## src/rtl/upg_loader.sv

```systemverilog
// UART program loader: length-prefixed word frames into instruction memory.
// Optional trailing XOR checksum byte when UPG_CHECKSUM_EN is defined.
module upg_loader #(
  parameter int unsigned TIMEOUT_CYCLES = 1000000
) (
  input  logic        clk,
  input  logic        rst_n,
  input  logic        start_i,
  input  logic [7:0]  rx_data_i,
  input  logic        rx_valid_i,
  output logic        upg_wen_o,
  output logic [13:0] upg_addr_o,
  output logic [31:0] upg_data_o,
  output logic        upg_done_o,
  output logic        busy_o,
  output logic        err_o
);

  localparam int TW =
    (TIMEOUT_CYCLES > 1) ? $clog2(TIMEOUT_CYCLES) : 1;
  localparam logic [TW-1:0] TMO_LAST =
    TW'(TIMEOUT_CYCLES - 1);

  typedef enum logic [2:0] {
    S_IDLE   = 3'd0,
    S_LEN_LO = 3'd1,
    S_LEN_HI = 3'd2,
    S_DATA   = 3'd3,
`ifdef UPG_CHECKSUM_EN
    S_CSUM   = 3'd4,
`endif
    S_DONE   = 3'd5
  } state_t;

  state_t        state;
  state_t        state_n;
  logic [7:0]    len_lo;
  logic [14:0]   remaining;
  logic [13:0]   addr;
  logic [1:0]    idx;
  logic [31:0]   asm_q;
  logic [TW-1:0] tmo;
  logic          wen_q;
  logic          done_q;
  logic          err_q;
`ifdef UPG_CHECKSUM_EN
  logic [7:0]    csum;
`endif

  logic          timed;
  logic          tmo_hit;
  logic          take;
  logic          wr;
  logic          err_set;
  logic [15:0]   n_word;
  logic [31:0]   word;

  assign n_word = {rx_data_i, len_lo};
  assign word   = {rx_data_i, asm_q[31:8]};

  always_comb begin
    timed = 1'b0;
    unique case (1'b1)
      state == S_LEN_HI: timed = 1'b1;
      state == S_DATA:   timed = 1'b1;
`ifdef UPG_CHECKSUM_EN
      state == S_CSUM:   timed = 1'b1;
`endif
      default:           timed = 1'b0;
    endcase
  end

  assign tmo_hit = timed && !rx_valid_i && (tmo == TMO_LAST);

  always_comb begin
    state_n = state;
    take    = 1'b0;
    wr      = 1'b0;
    err_set = 1'b0;
    if (start_i) begin
      state_n = S_LEN_LO;
    end else if (tmo_hit) begin
      state_n = S_IDLE;
      err_set = 1'b1;
    end else if (rx_valid_i) begin
      unique case (state)
        S_LEN_LO: state_n = S_LEN_HI;
        S_LEN_HI: begin
          if (n_word == 16'd0) begin
            state_n = S_DONE;
          end else if (n_word > 16'd16384) begin
            state_n = S_IDLE;
            err_set = 1'b1;
          end else begin
            state_n = S_DATA;
          end
        end
        S_DATA: begin
          take = 1'b1;
          if (idx == 2'd3) begin
            wr = 1'b1;
            if (remaining == 15'd1) begin
`ifdef UPG_CHECKSUM_EN
              state_n = S_CSUM;
`else
              state_n = S_DONE;
`endif
            end
          end
        end
`ifdef UPG_CHECKSUM_EN
        S_CSUM: begin
          if (rx_data_i == csum) begin
            state_n = S_DONE;
          end else begin
            state_n = S_IDLE;
            err_set = 1'b1;
          end
        end
`endif
        default: state_n = state;
      endcase
    end
  end

  always_ff @(posedge clk or negedge rst_n) begin
    if (!rst_n) begin
      state <= S_IDLE;
    end else begin
      state <= state_n;
    end
  end

  always_ff @(posedge clk or negedge rst_n) begin
    if (!rst_n) begin
      len_lo     <= '0;
      remaining  <= '0;
      addr       <= '0;
      idx        <= '0;
      asm_q      <= '0;
      tmo        <= '0;
      wen_q      <= 1'b0;
      done_q     <= 1'b0;
      err_q      <= 1'b0;
      upg_addr_o <= '0;
      upg_data_o <= '0;
`ifdef UPG_CHECKSUM_EN
      csum       <= '0;
`endif
    end else begin
      wen_q <= wr;
      if (start_i) begin
        err_q  <= 1'b0;
        done_q <= 1'b0;
        addr   <= '0;
        idx    <= '0;
        tmo    <= '0;
`ifdef UPG_CHECKSUM_EN
        csum   <= '0;
`endif
      end else begin
        if (err_set) err_q <= 1'b1;
        if (state == S_DONE) done_q <= 1'b1;
        // Idle-gap counter; any accepted byte restarts the window
        if (!timed || rx_valid_i || tmo_hit) begin
          tmo <= '0;
        end else begin
          tmo <= tmo + 1'b1;
        end
        if (state == S_LEN_LO && rx_valid_i) begin
          len_lo <= rx_data_i;
        end
        if (state == S_LEN_HI && rx_valid_i) begin
          remaining <= n_word[14:0];
        end
        if (take) begin
          asm_q <= word;
          idx   <= idx + 2'd1;
`ifdef UPG_CHECKSUM_EN
          csum  <= csum ^ rx_data_i;
`endif
        end
        if (wr) begin
          upg_data_o <= word;
          upg_addr_o <= addr;
          addr       <= addr + 14'd1;
          remaining  <= remaining - 15'd1;
        end
      end
    end
  end

  // Reset kills a pending write pulse in the very cycle it arrives
  assign upg_wen_o  = wen_q & rst_n;
  assign upg_done_o = done_q;
  assign err_o      = err_q;
  assign busy_o     = (state != S_IDLE) && (state != S_DONE);

endmodule

```

## config.mk

```make
export PLATFORM = sky130hd
export DESIGN_NAME = upg_loader
export DESIGN_NICKNAME = d
export VERILOG_FILES = /design/src/rtl/upg_loader.sv
export SDC_FILE = /design/constraint.sdc
export NUM_CORES = 1
export LEC_CHECK = 0
export ABC_CLOCK_PERIOD_IN_PS = 2320
export BUFFER_PORTS_ARGS = -buffer_cell sky130_fd_sc_hd__buf_2
export CORE_ASPECT_RATIO = 0.9
export CORE_MARGIN = 8
export CORE_UTILIZATION = 25
export CTS_CLUSTER_DIAMETER = 80
export DETAILED_ROUTE_END_ITERATION = 16
export PLACE_DENSITY = 0.44
export SETUP_SLACK_MARGIN = 0.15
export SLEW_MARGIN = 40
export SYNTH_ARGS = -nofsm -noshare
export SYNTH_HDL_FRONTEND = slang
export SYNTH_SLANG_ARGS = --single-unit
export TNS_END_PERCENT = 5
```

## constraint.sdc

```tcl
create_clock -name clk -period 2.32 [get_ports clk]
set_input_delay 0.464 -clock clk [delete_from_list [all_inputs] [get_ports clk]]
set_output_delay 0.464 -clock clk [all_outputs]
set_load 0.03 [all_outputs]
```

======== After elaboration in Yosys (flattened, before gate mapping) ========
Cells that the tools add are included.
cells by class
  add/sub/neg operators ................... 4
  $mul .................................... 0
  div/mod/pow operators ................... 0
  $lt $le $gt $ge ......................... 1
  equal/unequal tests ..................... 10
  shift operators ......................... 0
  muxes and demuxes ....................... 36
  bitwise logic cells ..................... 2
  reductions and logical operators ........ 24
operators by type and width
  operator                                                                  count
  20-bit 2-to-1 mux                                                         2
  15-bit 2-to-1 mux                                                         2
  14-bit 2-to-1 mux                                                         2
  20-bit by 1-bit adder with 20-bit output (second input constant)          1
  20-bit equality test (second input constant)                              1
  1-bit 2-to-1 mux                                                          20
  3-bit 2-to-1 mux                                                          6
  16-bit by 15-bit > comparator with 1-bit output (second input constant)   1
  16-bit logical NOT                                                        1
  15-bit by 1-bit equality test with 1-bit output (second input constant)   1
  15-bit by 1-bit subtractor with 15-bit output (second input constant)     1
  14-bit by 1-bit adder with 14-bit output (second input constant)          1
  2-bit nonzero test                                                        5
  3-bit case mux with 3 select lines                                        1
  4-bit by 3-bit inequality test with 1-bit output (second input constant)  2
  2-bit AND reduction                                                       4
  3-bit by 2-bit equality test with 1-bit output (second input constant)    2
  2-bit 2-to-1 mux                                                          3
  3-bit nonzero test                                                        2
  1-bit logical AND                                                         5
  5-bit nonzero test                                                        1
  4-bit AND reduction                                                       1
  3-bit by 1-bit equality test with 1-bit output (second input constant)    1
  3-bit equality test (second input constant)                               1
  8 further kinds                                                           10
word-level totals
  bits in registers ....................... 143
  latch bits .............................. 0
  RAM bits ................................ 0
  memory bits (read-only) ................. 0
  bits of input ports ..................... 12
  output and inout bits ................... 50
  word-level logic and storage cells ...... 89
  memories ................................ 0

======== Depth between registers and ports, before layout ========
  depth after elaboration ................. 9
  depth in mapped cells ................... 11
  mapped depth without buffers ............ 7

======== Worst setup path after synthesis ========
No wires, ideal clock.
  path kind ............................... in2reg
  start point ............................. input rx_valid_i
  end point ............................... register remaining[13]
  library setup time ...................... 70 ps
  arrival time ............................ 1,877 ps
  data required time ...................... 2,250 ps
  setup slack ............................. 373 ps
  cell stages on the path ................. 8
  path buffers ............................ 2
  cell sequence ........................... buf_2 nand3_1 or3_1 buf_6 clkinv_2 nand3_4 or4_1 nand3_1
on the way
  cells in the longest elaborated chain, start to end .. 7
  elaborated cells on any way between the ends .. 10
  classes of those cells .................. mux (4); reduce/logical (6)
ends and longest elaborated chain
  what                                  RTL line  RTL
  start: declaration                    10        input logic rx_valid_i,
  1-bit logical NOT                     73        assign tmo_hit = timed && !rx_valid_i && (tmo == TMO_LAST);
  1-bit logical AND (2 in series)       73
  1-bit 2-to-1 mux                      82        end else if (tmo_hit) begin
  1-bit 2-to-1 mux                      80        if (start_i) begin
  2-bit nonzero test (no source line)   -
  2-bit AND reduction (no source line)  -
  end signal: assignment                174       remaining <= n_word[14:0];
  end signal: assignment                187       remaining <= remaining - 15'd1;
  end: declaration                      38        logic [14:0] remaining;
Several ways; a longest one is shown, not always the timed one.
A chain may end at the register's enable or synchronous reset.

======== Worst setup path after layout ========
  start point ............................. register tmo[0]
  end point ............................... register err_q (netlist: err_o)
on the way
  cells in the longest elaborated chain, start to end .. 5
ends and longest elaborated chain
  what                                 RTL line  RTL
  start: declaration                   42        logic [TW-1:0] tmo;
  start signal: assignment             168       tmo <= tmo + 1'b1;
  20-bit equality test                 73
  1-bit logical AND                    73
  1-bit 2-to-1 mux                     82
  1-bit 2-to-1 mux                     80
  2-bit nonzero test (no source line)  -
  end signal: assignment               144       err_q <= 1'b0;
  end signal: assignment               153       err_q <= 1'b0;
  end signal: assignment               162       if (err_set) err_q <= 1'b1;
  end: declaration                     45        logic err_q;
No other way between the ends.

==> results.toml <==
[synth]
synth_flop_cell = "dfrtp_1"
synth_top_area_share = 0.573
synth-edff-count = 0
syn_avg_cell_area_sq_um = 10.2
synth_warnings = 0
ys_seq_elements = 135
yosysSeqAreaShare = 0.573
yosys-top-cells-count = "166 x nand2_1, 135 x dfrtp_1, 56 x nor2_1"
syn_nets = 594
synthArstFlopShare = 1.00
yosysUniqueCellTypes = 55
yosysTopAreaCell = "dfrtp_1"
netlist_instances = 577
synth_area_sq_mm = 0.00589
synthTopCellsByArea = "dfrtp_1 57%, nand2_1 11%, mux2_2 6.1%"
synth_most_common_cell = "nand2_1"

[global_route]
grt_overflow_total = 0
grt_first_pass_wirelength_microns = 24700
antenna_found_initial = 1
grt_pass1_vias = 4657
grt_use_total = 0.108
grt_max_degree = 136

[timing]
fmax_ghz = 0.507
maxSlewHeadroom = 0.644
finalSetupViolCount = 0
rsz0062_at_grt = "true"
period_minus_slack_ps = 1970
hold_violations = 0
skew_ps = 7.55
tns_ps = 0
tightest_slew_ps = 533
period_share = 0.849
slew_viol_final = 0

[critical_path]
endpoint = "err_o"
cp.arrival_ps = 2300
reg2reg_to = "err_o"
rr_startpoint = "tmo[0]"
crit_fanout = 4
crit_path_start_kind = "register"
slowest_stage = "or4_1"
worstSetupPathType = "reg2reg"
cp.required_ps = 2650
cp_cell_sequence = "ha_1 > nand3_1 > or4_1 > nor4_1 > buf_4 > nor2_1 > o22ai_1"
r2r_cells = 7
r2r_slack_ps = 350
crit_buf_inv = 1
crit_cells = 7
crit_family = "simple AND/OR/NAND/NOR gates"
endpoint_kind = "register"
max_stage_delay_ps = 550
startpoint = "tmo[0]"

[place]
gp_congestion = 0.795
dp_hpwl_microns = 10300
io_buffers = 61

[power_and_ir_drop]
p_comb_frac = 0.111
ir_drop_uv = 365
swShare = 0.261
p_int_w = 0.00464
clkPwrFrac = 0.421
powerDensity_mw_per_mm2 = 855
seqPwrFrac = 0.468
p_sw_w = 0.00164
cellLeakagePower_nw = 3.51

[clocking]
cts_setup_buffers = 0
clk-insertion-delay-late_ps = 410
cts_root_buf = "clkbuf_16"
path_clk_slew_ps = 60
cts.sinks = 135
cts_tree = "yes"
cts_buffers = 17
clockBufferDepth = 2
cts-htree-levels = 4

[flow_run]
maxCapViolCount = 0

[finish]
multi_input_area_sq_mm = 0.00235
area_growth_pct = 24.6
regArea_sq_mm = 0.00338
finalNetCount = 679
fill_cells = 2360
utilization = 0.315
layout-drive-gt1-share = 0.241

[routing]
antenna_left = 0
vias_per_cell = 4.50
firstDrtPassIters = 4
dr.first_iter.drc_count = 298
post_drt_wl_per_cell_microns = 15.2
vias = 4402
drc = 0
routed_wirelength_microns = 14900

[min_path]
hold_path_class = "in2reg"

[die]
rows = 53
die_w_microns = 178
io_pins = 62
die_area_sq_mm = 0.0287
core_sq_mm = 0.0233
fp.dieH_microns = 162
initial_core_util = 0.253

[run_status]
status = "finished, final reports clean"
## power by group through the flow
stage / Sequential [W] / Clock, W / Combinational, W
after floorplan: 0.00288 / 0 / 0.000478
after global placement: 0.00297 / 0 / 0.000681
after detailed placement: 0.00298 / 0 / 0.000698
after CTS: 0.00294 / 0.00271 / 0.000701
after global routing: 0.00299 / 0.00283 / 0.000778
final: 0.00294 / 0.00264 / 0.000699
## worst min path at each step
| stage | startpoint | to | slack, ps | cells past startpoint |
|---|---|---|---|---|
| final | rx_data_i[1] | upg_data_o[25] | 330 | 3 |
| after global routing | rx_data_i[1] | len_lo[1] | 350 | 2 |
| after CTS | rst_n | tmo[15] | 200 | 2 |
| after detailed placement | asm_q[10] | upg_data_o[2] | 450 | 2 |
| after global placement | asm_q[10] | upg_data_o[2] | 450 | 2 |
| after floorplan | rst_n | addr[0] | 170 | 0 |
## state kept, by name, summed over array words and instances (netlist names), 3 cells and up
| signal | flops |
|---|---|
| asm_q | 24 |
| tmo | 20 |
| upg_data_o | 32 |
| remaining | 15 |
| len_lo | 8 |
| addr | 14 |
| state | 3 |
| upg_addr_o | 14 |
## cells in the final DEF, fill, tap and decap left out, types with 4 or more instances in the layout
master      count
clkbuf_16      17
or4_1           5
buf_4          24
buf_12          4
a31oi_1         4
xnor2_1         7
nand3_1        16
xor2_1         22
o311ai_0        4
ha_1            5
o211ai_1        5
nor4_1         10
buf_2          60
nand4_1         7
nand2_1       166
o21ai_0         8
inv_1          10
clkinvlp_4      4
nor2_1         55
nor3_1          4
a21oi_1         6
dfrtp_1       135
mux2_2         32
## worst reg2reg max path: stages, from the launching register on
cell and delay (ps):
dfrtp_1 380, ha_1 200, nand3_1 110, or4_1 550, nor4_1 310, buf_4 180, nor2_1 40, o22ai_1 120
## metrics by stage
stage	power [W]	setup WS, ps	hold WS, ps	cell area [sq um]	std cells
finish	0.00628	350	331	7340	978
CTS	0.00636	181	204	7300	975
floorplan	0.00336	373	168	5890	577
global placement	0.00365	172	453	6720	943
global route	0.00659	112	347	7340	977
detailed placement	0.00368	191	452	6720	943
## timing repair
action | in CTS | in global routing
setup endpoints to repair | 0 | 6
hold endpoints to repair | 0 | 21
gates resized for setup | 0 | 3
hold buffers | 0 | 1
## layer usage
metal / wire length, microns / vias up / track usage
li1: - / 2143 / -
met1: 6850 / 2186 / 0.136
met2: 7210 / 61 / 0.175
met3: 606 / 12 / 0.0334
met4: 190 / 0 / 0.0356
met5: 0 / - / 0
## logic make-up (layout without fill, tap and decap cells)
group	Yosys count	in the layout	share of synthesized area
compound gates	48	48	0.0576
xor+xnor	29	29	0.0431
fa+ha+maj	5	5	0.0106
buf+inv	36	134	0.0295
flops	135	135	0.573
mux	34	34	0.0646
other cells	0	1	0
simple gates	290	290	0.221
## layout make-up
cell class / instances / area share
Clock inverter: 11 / 0.0172
Clock buffer: 21 / 0.0613
Antenna cell: 1 / 0.000341
Multi-Input combinational cell: 406 / 0.321
Inverter: 11 / 0.00596
Sequential cell: 135 / 0.460
Tap cell: 302 / 0.0515
Timing Repair Buffer: 91 / 0.0830
No activity file was read; power rests on OpenSTA's default activity.
